**src/rtl/execute_cc_stage_if.sv**
```systemverilog
// rtl/execute_cc_stage_if.sv - decode-to-execute and execute-to-memory handshake bundle
interface execute_cc_stage_if #(
    parameter int WIDTH = 32
);
    logic             flush;
    logic             in_valid;
    logic             in_ready;
    logic [3:0]       in_icode;
    logic [3:0]       in_ifun;
    logic [WIDTH-1:0] in_vala;
    logic [WIDTH-1:0] in_valb;
    logic [WIDTH-1:0] in_valc;
    logic [3:0]       in_dste;
    logic             in_set_cc;
    logic             out_valid;
    logic             out_ready;
    logic [3:0]       out_icode;
    logic [WIDTH-1:0] out_vale;
    logic [WIDTH-1:0] out_vala;
    logic [3:0]       out_dste;
    logic             out_cnd;
    logic [2:0]       cc;

    modport slave (
        input  flush, in_valid, in_icode, in_ifun, in_vala, in_valb, in_valc,
               in_dste, in_set_cc, out_ready,
        output in_ready, out_valid, out_icode, out_vale, out_vala, out_dste,
               out_cnd, cc
    );

    modport master (
        output flush, in_valid, in_icode, in_ifun, in_vala, in_valb, in_valc,
               in_dste, in_set_cc, out_ready,
        input  in_ready, out_valid, out_icode, out_vale, out_vala, out_dste,
               out_cnd, cc
    );
endinterface

```
**src/rtl/execute_cc_stage.sv**
```systemverilog
// rtl/execute_cc_stage.sv - Y86-64 execute stage with ALU, condition codes and output register
module execute_cc_stage #(
    parameter int         WIDTH      = 32,
    parameter logic [2:0] CC_RESET   = 3'b100,
    parameter int         STACK_STEP = 8
) (
    input  logic              clk,
    input  logic              rst_n,
    execute_cc_stage_if.slave bus
);
    localparam logic [3:0] I_RRMOV = 4'h2;
    localparam logic [3:0] I_IRMOV = 4'h3;
    localparam logic [3:0] I_RMMOV = 4'h4;
    localparam logic [3:0] I_MRMOV = 4'h5;
    localparam logic [3:0] I_OPQ   = 4'h6;
    localparam logic [3:0] I_JXX   = 4'h7;
    localparam logic [3:0] I_CALL  = 4'h8;
    localparam logic [3:0] I_RET   = 4'h9;
    localparam logic [3:0] I_PUSH  = 4'hA;
    localparam logic [3:0] I_POP   = 4'hB;
    localparam logic [WIDTH-1:0] STEP = WIDTH'(STACK_STEP);

    logic             accept;
    logic             cc_we;
    logic [WIDTH-1:0] op_a;
    logic [WIDTH-1:0] op_b;
    logic [1:0]       alu_ctl;
    logic [WIDTH-1:0] ans;
    logic             ovf;
    logic             cnd;
    logic [3:0]       dste_nxt;
    logic             zf, sf, of;

    logic             out_valid_q;
    logic [3:0]       out_icode_q;
    logic [WIDTH-1:0] out_vale_q;
    logic [WIDTH-1:0] out_vala_q;
    logic [3:0]       out_dste_q;
    logic             out_cnd_q;
    logic [2:0]       cc_q;

    assign bus.in_ready = ~out_valid_q | bus.out_ready;
    assign accept       = bus.in_valid & bus.in_ready & ~bus.flush;
    assign cc_we        = accept & (bus.in_icode == I_OPQ) & bus.in_set_cc & (bus.in_ifun <= 4'd3);
    assign {zf, sf, of} = cc_q;

    // op_a/op_b are aluA/aluB; the ALU result is always aluB OP aluA.
    always_comb begin
        op_a    = '0;
        op_b    = '0;
        alu_ctl = 2'b00;
        case (bus.in_icode)
            I_OPQ: begin
                op_a    = bus.in_vala;
                op_b    = bus.in_valb;
                alu_ctl = bus.in_ifun[1:0];
            end
            I_RRMOV:          op_a = bus.in_vala;
            I_IRMOV:          op_a = bus.in_valc;
            I_RMMOV, I_MRMOV: begin
                op_a = bus.in_valc;
                op_b = bus.in_valb;
            end
            I_CALL, I_PUSH: begin
                op_a = -STEP;
                op_b = bus.in_valb;
            end
            I_RET, I_POP: begin
                op_a = STEP;
                op_b = bus.in_valb;
            end
            default: ;
        endcase
    end

    always_comb begin
        ans = '0;
        ovf = 1'b0;
        case (alu_ctl)
            2'b00: begin
                ans = op_b + op_a;
                ovf = (op_b[WIDTH-1] == op_a[WIDTH-1]) && (ans[WIDTH-1] != op_b[WIDTH-1]);
            end
            2'b01: begin
                ans = op_b - op_a;
                ovf = (op_b[WIDTH-1] != op_a[WIDTH-1]) && (ans[WIDTH-1] != op_b[WIDTH-1]);
            end
            2'b10:   ans = op_b & op_a;
            default: ans = op_b ^ op_a;
        endcase
    end

    // Conditions read the pre-update cc; an OPq in the previous cycle has already landed.
    always_comb begin
        cnd = 1'b0;
        if (bus.in_icode == I_RRMOV || bus.in_icode == I_JXX) begin
            case (bus.in_ifun)
                4'd0:    cnd = 1'b1;
                4'd1:    cnd = (sf ^ of) | zf;
                4'd2:    cnd = sf ^ of;
                4'd3:    cnd = zf;
                4'd4:    cnd = ~zf;
                4'd5:    cnd = ~(sf ^ of);
                4'd6:    cnd = ~(sf ^ of) & ~zf;
                default: cnd = 1'b0;
            endcase
        end
    end

    assign dste_nxt = (bus.in_icode == I_RRMOV && !cnd) ? 4'hF : bus.in_dste;

    always_ff @(posedge clk or negedge rst_n) begin
        if (!rst_n) begin
            out_valid_q <= 1'b0;
            out_icode_q <= 4'h0;
            out_vale_q  <= '0;
            out_vala_q  <= '0;
            out_dste_q  <= 4'hF;
            out_cnd_q   <= 1'b0;
            cc_q        <= CC_RESET;
        end else begin
            if (bus.flush) begin
                out_valid_q <= 1'b0;
            end else if (accept) begin
                out_valid_q <= 1'b1;
                out_icode_q <= bus.in_icode;
                out_vale_q  <= ans;
                out_vala_q  <= bus.in_vala;
                out_dste_q  <= dste_nxt;
                out_cnd_q   <= cnd;
            end else if (bus.out_ready) begin
                out_valid_q <= 1'b0;
            end
            if (cc_we) begin
                cc_q <= {ans == '0, ans[WIDTH-1], ovf};
            end
        end
    end

    assign bus.out_valid = out_valid_q;
    assign bus.out_icode = out_icode_q;
    assign bus.out_vale  = out_vale_q;
    assign bus.out_vala  = out_vala_q;
    assign bus.out_dste  = out_dste_q;
    assign bus.out_cnd   = out_cnd_q;
    assign bus.cc        = cc_q;
endmodule

```
**src/flat_wrapper.sv**
```systemverilog
// flat-port wrapper written by rule: the top's interface ports become plain ports
module execute_cc_stage_flat 
#(
    parameter int         WIDTH      = 32,
    parameter logic [2:0] CC_RESET   = 3'b100,
    parameter int         STACK_STEP = 8
)
  (clk, rst_n, bus_flush, bus_in_valid, bus_in_icode, bus_in_ifun, bus_in_vala, bus_in_valb, bus_in_valc, bus_in_dste, bus_in_set_cc, bus_out_ready, bus_in_ready, bus_out_valid, bus_out_icode, bus_out_vale, bus_out_vala, bus_out_dste, bus_out_cnd, bus_cc);
  execute_cc_stage_if #(.WIDTH(WIDTH)) bus_i ();
  input  logic clk;
  input  logic rst_n;
  input wire logic [$bits(bus_i.flush)-1:0] bus_flush;
  input wire logic [$bits(bus_i.in_valid)-1:0] bus_in_valid;
  input wire logic [$bits(bus_i.in_icode)-1:0] bus_in_icode;
  input wire logic [$bits(bus_i.in_ifun)-1:0] bus_in_ifun;
  input wire logic [$bits(bus_i.in_vala)-1:0] bus_in_vala;
  input wire logic [$bits(bus_i.in_valb)-1:0] bus_in_valb;
  input wire logic [$bits(bus_i.in_valc)-1:0] bus_in_valc;
  input wire logic [$bits(bus_i.in_dste)-1:0] bus_in_dste;
  input wire logic [$bits(bus_i.in_set_cc)-1:0] bus_in_set_cc;
  input wire logic [$bits(bus_i.out_ready)-1:0] bus_out_ready;
  output wire logic [$bits(bus_i.in_ready)-1:0] bus_in_ready;
  output wire logic [$bits(bus_i.out_valid)-1:0] bus_out_valid;
  output wire logic [$bits(bus_i.out_icode)-1:0] bus_out_icode;
  output wire logic [$bits(bus_i.out_vale)-1:0] bus_out_vale;
  output wire logic [$bits(bus_i.out_vala)-1:0] bus_out_vala;
  output wire logic [$bits(bus_i.out_dste)-1:0] bus_out_dste;
  output wire logic [$bits(bus_i.out_cnd)-1:0] bus_out_cnd;
  output wire logic [$bits(bus_i.cc)-1:0] bus_cc;
  assign bus_i.flush = bus_flush;
  assign bus_i.in_valid = bus_in_valid;
  assign bus_i.in_icode = bus_in_icode;
  assign bus_i.in_ifun = bus_in_ifun;
  assign bus_i.in_vala = bus_in_vala;
  assign bus_i.in_valb = bus_in_valb;
  assign bus_i.in_valc = bus_in_valc;
  assign bus_i.in_dste = bus_in_dste;
  assign bus_i.in_set_cc = bus_in_set_cc;
  assign bus_i.out_ready = bus_out_ready;
  assign bus_in_ready = bus_i.in_ready;
  assign bus_out_valid = bus_i.out_valid;
  assign bus_out_icode = bus_i.out_icode;
  assign bus_out_vale = bus_i.out_vale;
  assign bus_out_vala = bus_i.out_vala;
  assign bus_out_dste = bus_i.out_dste;
  assign bus_out_cnd = bus_i.out_cnd;
  assign bus_cc = bus_i.cc;
  execute_cc_stage #(.WIDTH(WIDTH), .CC_RESET(CC_RESET), .STACK_STEP(STACK_STEP)) u_core (.clk(clk), .rst_n(rst_n), .bus(bus_i));
endmodule
```
**config.mk**
```make
export PLATFORM = sky130hd
export DESIGN_NAME = execute_cc_stage_flat
export DESIGN_NICKNAME = d
export VERILOG_FILES = /design/src/rtl/execute_cc_stage_if.sv /design/src/rtl/execute_cc_stage.sv /design/src/flat_wrapper.sv
export SDC_FILE = /design/constraint.sdc
export NUM_CORES = 1
export LEC_CHECK = 0
export CORE_ASPECT_RATIO = 0.5
export CORE_MARGIN = 3
export CORE_UTILIZATION = 52
export DETAILED_ROUTE_END_ITERATION = 16
export HOLD_SLACK_MARGIN = 0.12
export PLACE_DENSITY = 0.82
export SYNTH_ARGS = -nofsm -noshare
export SYNTH_HDL_FRONTEND = slang
export SYNTH_SLANG_ARGS = --single-unit
```
**constraint.sdc**
```tcl
create_clock -name clk -period 2.5 [get_ports clk]
set_clock_uncertainty 0.2 [all_clocks]
set_input_delay 0.25 -clock clk [delete_from_list [all_inputs] [get_ports clk]]
set_output_delay 0.25 -clock clk [all_outputs]
set_load 0.01 [all_outputs]
```
==> reports/metrics.csv, run 1 <==
metric,value,unit
ys_ff_latch,77,
yosysWarningCount,0,
die_h,96.4,um
ctsResizeCount,340,
cts_hold_buf,5,
synth_edf_count,0,
netlist_instances,1170,
synth.avg_cell_area,7.27,um2
dpl.hpwl,32100,um
status,stopped before the end,
syn-cell-area,8510,um2
gp_congestion,1.15,
synth_flop_cell,dfrtp_1,
portBuffers,191,
chipWidth,187,um
ios,192,
cts_root_buf,clkbuf_16,
ys_seq_area_share,22.7,%
haltStage,clock tree synthesis (4_1_cts),
htree_levels,3,
num_rows,32,
initial_core_util,54.2,%
firstError,"[ERROR DPL-0038] Utilization greater than 100%, impossible to legalize",
place_area,13400,um2
syn_nets,1353,
synthArstFlopShare,100,%
netlist-cell-type-count,89,
cts_buffers,9,
clock-sinks,77,
post_cts_buffers,65,
clk_path_buf_depth,2,
[cell families after synthesis]
family	Yosys count	synth area share [%]
AO/OA/AOI/OAI	370	30.3
XOR/XNOR	17	1.75
adder cells (fa/ha/maj)	69	10.3
buffers and inverters	147	7.11
flip-flops	77	22.7
multiplexers	13	1.60
AND/OR/NAND/NOR	477	26.2
[cells in the mapped netlist, types with 13 or more instances]
cell	instances	share of area [%]
nor3_1	28	1.6
nand2_1	229	10
o21ai_0	71	4.2
o21ai_1	14	0.82
dfrtp_1	72	21
a21oi_1	74	4.4
o211ai_1	13	1.1
ha_1	67	9.9
nor2b_1	41	3.0
xnor2_1	14	1.4
buf_2	21	1.2
a31oi_1	14	1.0
inv_1	64	2.8
a221oi_1	34	3.5
clkbuf_1	45	2.0
nand2b_1	15	1.1
nand3_1	19	1.1
nor2_1	74	3.3
[metrics by stage]
| stage | instances | setup slack (ps) | setup TNS, ps | hold WS, ps | util (%) |
|---|---|---|---|---|---|
| floorplan | 1170 | -1560 | -28310 | -246 | - |
| detailed placement | 1857 | -2700 | -70350 | 118 | 85.6 |
| global placement | 1857 | -2540 | -66230 | 110 | 85.6 |
==> run 2: changes to the inputs <==
Settings changed: CORE_ASPECT_RATIO 0.5 to default, CORE_UTILIZATION 52 to 40, HOLD_SLACK_MARGIN 0.12 to default, PLACE_DENSITY 0.82 to default, PLACE_DENSITY_LB_ADDON from default to 0.15.
==> reports/metrics.csv, run 2 <==
metric,value,unit,change
netlist_instances,1170,,unchanged
power,7.13,mW,
setup_ws,-1700,ps,
clock_latency,360,ps,
cp.arrival,4290,ps,
synth.avg_cell_area,7.27,um2,unchanged
vias,11400,,
hold_violations,0,,
p_int,4.35,mW,
status,finished with violations,,
top_usage_layer,met2,,
path_cells,buf_6 -> buf_6 -> nor2b_4 -> o2bb2ai_1 -> a221oi_2 -> buf_4 -> inv_1 -> ha_1 -> nor2b_2 -> o21ba_2 -> o31a_1 -> or3_4 -> a21boi_4 -> nor3_2 -> a211oi_2 -> o221ai_2 -> or4_4 -> a211oi_2 -> nand4_1 -> o22ai_2,,
antennaDiodeCount,0,,
cts_root_buf,clkbuf_16,,
dp_cells,1941,,+4.5%
max-cap-violations,0,,
htree_levels,3,,unchanged
detail-route-antenna-nets,0,,
tightest_slew,974,ps,
synthToLayoutAreaGrowth,90.1,%,
dpl.hpwl,29700,um,-7.7%
clock-sinks,77,,unchanged
setup.worst_path.start_class,input port,,
grt_use_total,32.2,%,
p_sw_share,38.9,%,
dr.pass1.iters,5,,
required,2590,ps,
dieArea,23000,um2,
routed_wl,40400,um,
layout_common_cells,"buf_4, nand2_1, clkdlybuf4s50_1, dfrtp_1, nor2_1",,
period_share,168,%,
ys_seq_area_share,22.7,%,unchanged
viasPerCell,5.64,,
portBuffers,191,,unchanged
max_stage_delay,430,ps,
synthArstFlopShare,100,%,unchanged
gr-total-overflow,0,,
nets,1924,,
critPathSlowestCell,or4_4,,
finalMaxSlewViolations,0,,
combPwrFrac,59.5,%,
netlist-cell-type-count,89,,unchanged
gr-usage-met2,51.3,%,
relSlewSlack,35.1,%,
yosysMostFrequentCell,nand2_1,,
setup-violations-final,34,,
grt_antenna_before_repair,0,,
multi_input_area,7680,um2,
p_leak,7.56,nW,
path_max_fanout,4,,
synth_flop_cell,dfrtp_1,,
seqCellArea,1930,um2,
drive_gt1_share,41.9,%,
peakVddDrop,430,uV,
grt_pass1_vias,11000,,
hold_ws,18.0,ps,
syn-cell-area,8510,um2,unchanged
wl_per_cell,20.1,um,
power_density,441,nW/um2,
tritoncts,yes,,
cts.clk_slew.worst_paths,70,ps,
cp-end-kind,flip-flop,,
synth_commonest_cells,"nand2_1, a21oi_1, nor2_1, dfrtp_1, o21ai_0",,
pre_cts_ws,-2710,ps,-11.7 ps
cts_buffers,9,,unchanged
synth_edf_count,0,,unchanged
p_switching,2.78,mW,
yosysTopAreaCellShare,21.2,%,unchanged
num_rows,52,,+63%
ys_ff_latch,77,,unchanged
place_area,13800,um2,+2.7%
grt_pass1_wl,60400,um,
yosys.area.top_type,dfrtp_1,,
grtUsageMet1,45.2,%,
syn_nets,1353,,unchanged
hp-class,input port to flip-flop,,
coreArea,20600,um2,
final_cells,2016,,
yosysWarningCount,0,,unchanged
die_h,152,um,+57%
layout_commonest_cell,buf_4,,
drcViolationCount,0,,
rsz0062_at_grt,yes,,
use_met3,5.97,%,
p_clk_share,18.3,%,
max_freq,238,MHz,
period_needed,4200,ps,
critical_path_class,input port to flip-flop,,
synth_area_leaders,"dfrtp_1, nand2_1, ha_1",,
violations,negative setup slack,,
chipWidth,152,um,-19%
fin_area,16200,um2,
drt_iter0_markers,755,,
fillers,1499,,
grt_max_degree,85,,
gp_congestion,0.980,,-15%
seqPwrFrac,22.2,%,
ios,192,,unchanged
clk_path_buf_depth,2,,unchanged
initial_core_util,41.4,%,-13 points
run 2: timing repair:
action                     4_1_cts  5_1_grt
cloned                           3        0
pin swaps                       66      127
gates resized for setup        148      197
setup endpoints to repair       34       37
hold endpoints to repair        40        0
buffers inserted                19       44
hold buffers                     2        0
run 2: layer usage:
layer,up-vias,share of wire (%)
met5,-,0
met4,0,2.5
met3,88,8.7
met2,574,45
met1,5355,43
li1,5351,-
run 2: path summary, 6_finish.rpt:
kind	from	endpoint	slack [ps]	cells past startpoint
min in group asynchronous	rst_n	u_core.bus.out_vale[4]	220	2
setup reg to reg	u_core.bus.out_valid	u_core.bus.cc[2]	-130	13
max in group asynchronous	rst_n	u_core.bus.out_dste[2]	1210	3
hold reg to reg	u_core.bus.out_vale[8]	u_core.bus.out_vale[8]	270	2
hold / removal	bus_in_icode[0]	u_core.bus.out_icode[0]	20	4
setup / recovery	bus_in_icode[2]	u_core.bus.cc[2]	-1700	20
run 2: power by group through the flow:
stage          logic, mW  registers [mW]  clock network [mW]
2_1_floorplan       1.50            1.70                   0
3_3_place_gp        3.45            1.60                   0
3_5_place_dp        3.49            1.61                   0
4_1_cts             3.77            1.58                1.31
5_1_grt             4.51            1.61                1.37
6_report            4.24            1.58                1.30
run 2: final cells by class:
cell class / instances / share of cell area [%]
sequential: 77 / 12.0
multi-input combinational: 946 / 47.5
timing repair buffer: 639 / 35.1
clock buffer: 9 / 1.39
clock inverter: 7 / 0.356
tap: 270 / 2.09
inverter: 68 / 1.61
run 2: critical path, delay by kind of cell:
family                     cells  cell delay (ps)
AOI/OAI and AO/OA              9             2010
and+or+nand+nor                6             1320
buffers and inverters          4              480
adders and majority gates      1              210
run 2: kinds of logic (layout without fill, tap and decap cells):
logic type | after synthesis | in the layout | share of synthesized area (%)
adder cells (fa/ha/maj) | 69 | 69 | 10.3
AND/OR/NAND/NOR | 477 | 477 | 26.2
XOR/XNOR | 17 | 17 | 1.75
flip-flops | 77 | 77 | 22.7
AO/OA/AOI/OAI | 370 | 370 | 30.3
buffers and inverters | 147 | 723 | 7.11
multiplexers | 13 | 13 | 1.60
run 2: per-stage QoR:
| stage | utilization (%) | setup TNS (ps) |
|---|---|---|
| 6_report | 78.7 | -35060 |
| 5_1_grt | 78.7 | -38610 |
| 4_1_cts | 73.0 | -34790 |
| 3_5_place_dp | 67.1 | -68790 |
| 3_3_place_gp | 67.1 | -67760 |
| 2_1_floorplan | - | -28310 |
No activity file was read; power rests on OpenSTA's default activity.
==> run 3: changes to the inputs <==
Settings changed: ABC_CLOCK_PERIOD_IN_PS from default to 3700.
Clock period 2.5 ns to 3.7 ns, I/O delays scaled along.
==> reports/metrics.csv, run 3 (synthesis gave the netlist of run 2 again) <==
metric,value,unit,change
chipWidth,152,um,unchanged
top_usage_layer,met2,,
finalMaxSlewViolations,0,,unchanged
drive_gt1_share,37.1,%,-4.9 points
gp_congestion,1.01,,+2.9%
cts_root_buf,clkbuf_16,,
initial_core_util,41.4,%,unchanged
viasPerCell,5.63,,-0.21%
drcViolationCount,0,,unchanged
cp-end-kind,flip-flop,,
die_h,152,um,unchanged
coreArea,20600,um2,unchanged
power_density,304,nW/um2,-31%
grt_antenna_before_repair,0,,unchanged
clock_latency,340,ps,-20 ps
p_leak,7.19,nW,-4.9%
grt_pass1_wl,60200,um,-0.33%
gr-total-overflow,0,,unchanged
fin_area,15300,um2,-5.3%
cts_hold_buf,0,,-2
path_max_fanout,5,,+1
setup-violations-final,18,,-47%
hp-class,input port to asynchronous set/reset pin,,
rrSetupSlack,1080,ps,+1210 ps
setup.worst_path.start_class,input port,,
relSlewSlack,31.6,%,-3.5 points
hold_violations,12,,+12
rsz0062_at_grt,yes,,
reg2reg_from,u_core.bus.out_valid,,
critical_path_class,input port to flip-flop,,
max_freq,230,MHz,
required,3770,ps,+1180 ps
synthToLayoutAreaGrowth,80.0,%,
drt_iter0_markers,878,,+16%
timing.rr.end,u_core.bus.cc[2],,
nets,1878,,-2.4%
hold_ws,-25.0,ps,-43.0 ps
status,finished with violations,,
pre_cts_ws,-1590,ps,+1110 ps
clk_path_buf_depth,2,,unchanged
tightest_slew,1030,ps,+52.5 ps
dp_cells,1912,,-1.5%
layout_commonest_cell,buf_4,,
gr-usage-met2,48.6,%,-2.6 points
layout_common_cells,"buf_4, nand2_1, clkdlybuf4s50_1, dfrtp_1, nor2_1",,
dpl.hpwl,29500,um,-0.65%
routed_wl,38600,um,-4.6%
portBuffers,191,,unchanged
max-cap-violations,0,,unchanged
cts.clk_slew.worst_paths,60,ps,about the same
ios,192,,unchanged
period_needed,4340,ps,
num_rows,52,,unchanged
final_cells,1970,,-2.3%
r2r_cells,13,,unchanged
detail-route-antenna-nets,0,,unchanged
dieArea,23000,um2,unchanged
grt_pass1_vias,11100,,+0.53%
dr.pass1.iters,6,,+1
htree_levels,3,,unchanged
clock-sinks,77,,unchanged
grtUsageMet1,45.4,%,+0.20 points
violations,"negative hold slack, negative setup slack",,
period_share,117,%,
cp.arrival,4410,ps,+120 ps
grt_max_degree,85,,unchanged
place_area,13500,um2,-2.3%
use_met3,6.66,%,+0.68 points
tritoncts,yes,,
vias,11100,,-2.5%
setup_ws,-639,ps,+1060 ps
grt_use_total,31.9,%,-0.29 points
peakVddDrop,192,uV,-55%
antennaDiodeCount,0,,unchanged
cts_buffers,9,,unchanged
wl_per_cell,19.6,um,-2.4%
-- run 3: changes by cell type in the layout (fill, tap and decap cells not counted), moves of 6 or more --
cell / previous run / this run
buf_4: 388 / 364
o21ai_0: 41 / 59
buf_6: 41 / 29
o21ai_2: 19 / 8
nor3_1: 17 / 25
a21oi_1: 49 / 55
ha_1: 44 / 50
o21ai_1: 20 / 14
-- run 3: through the flow --
step	TNS, ps	total power [mW]	utilization, %
2_1_floorplan	-1680	2.15	-
3_3_place_gp	-29620	3.38	65.5
3_5_place_dp	-32620	3.40	65.5
4_1_cts	-4120	4.54	72.7
5_1_grt	-7740	4.91	74.5
6_report	-5230	4.66	74.5
-- run 3: where the power goes --
part | internal [mW] | total [mW] | switching, mW
sequential | 0.992 | 1.07 | 0.0795
clock | 0.522 | 0.900 | 0.378
combinational | 1.38 | 2.69 | 1.31
-- run 3: worst max-delay path, stage by stage --
cell	delay, ps
buf_8	100
nand2_4	70
nor2_4	40
a21oi_4	130
nor2_4	70
buf_12	150
buf_8	130
a221oi_4	360
ha_4	260
buf_4	150
nand2b_4	140
a221oi_2	250
o31a_1	270
or3_4	190
a21boi_4	70
o311ai_4	300
o211a_1	220
o221ai_2	120
or4_1	540
a211oi_2	210
nand4_1	130
o22ai_2	100
-- run 3: worst max path at each step --
stage | endpoint | from | depth (start not counted) | slack (ps)
finish | u_core.bus.cc[2] | bus_in_icode[0] | 22 | -640
detailed placement | u_core.bus.cc[2] | bus_in_icode[2] | 20 | -1590
CTS | u_core.bus.cc[2] | bus_in_icode[0] | 27 | -560
floorplan | u_core.bus.cc[2] | bus_in_icode[0] | 20 | -500
global placement | u_core.bus.cc[2] | bus_in_icode[1] | 21 | -1540
global route | u_core.bus.cc[2] | bus_in_icode[0] | 23 | -820
-- run 3: layout make-up --
class                           instances  area [um2]
Multi-Input combinational cell        946        7330
Fill cell                            1659        5250
Timing Repair Buffer                  593        5160
Sequential cell                        77        1930
Tap cell                              270         338
Inverter                               68         255
Clock buffer                           10         229
Clock inverter                          6        61.3
-- run 3: what timing repair did --
action | CTS | global route
setup endpoints to repair | 31 | 22
setup buffers | 43 | 5
cloned | 1 | 0
pin swaps | 75 | 35
resized for setup | 194 | 57
-- run 3: routing by layer --
metal / part of all wire [%] / up-vias / wire length, um
met1: 45 / 5233 / 17400
li1: - / 5251 / -
met5: 0 / - / 0
met4: 2.9 / 0 / 1130
met2: 43 / 520 / 16700
met3: 8.5 / 81 / 3260
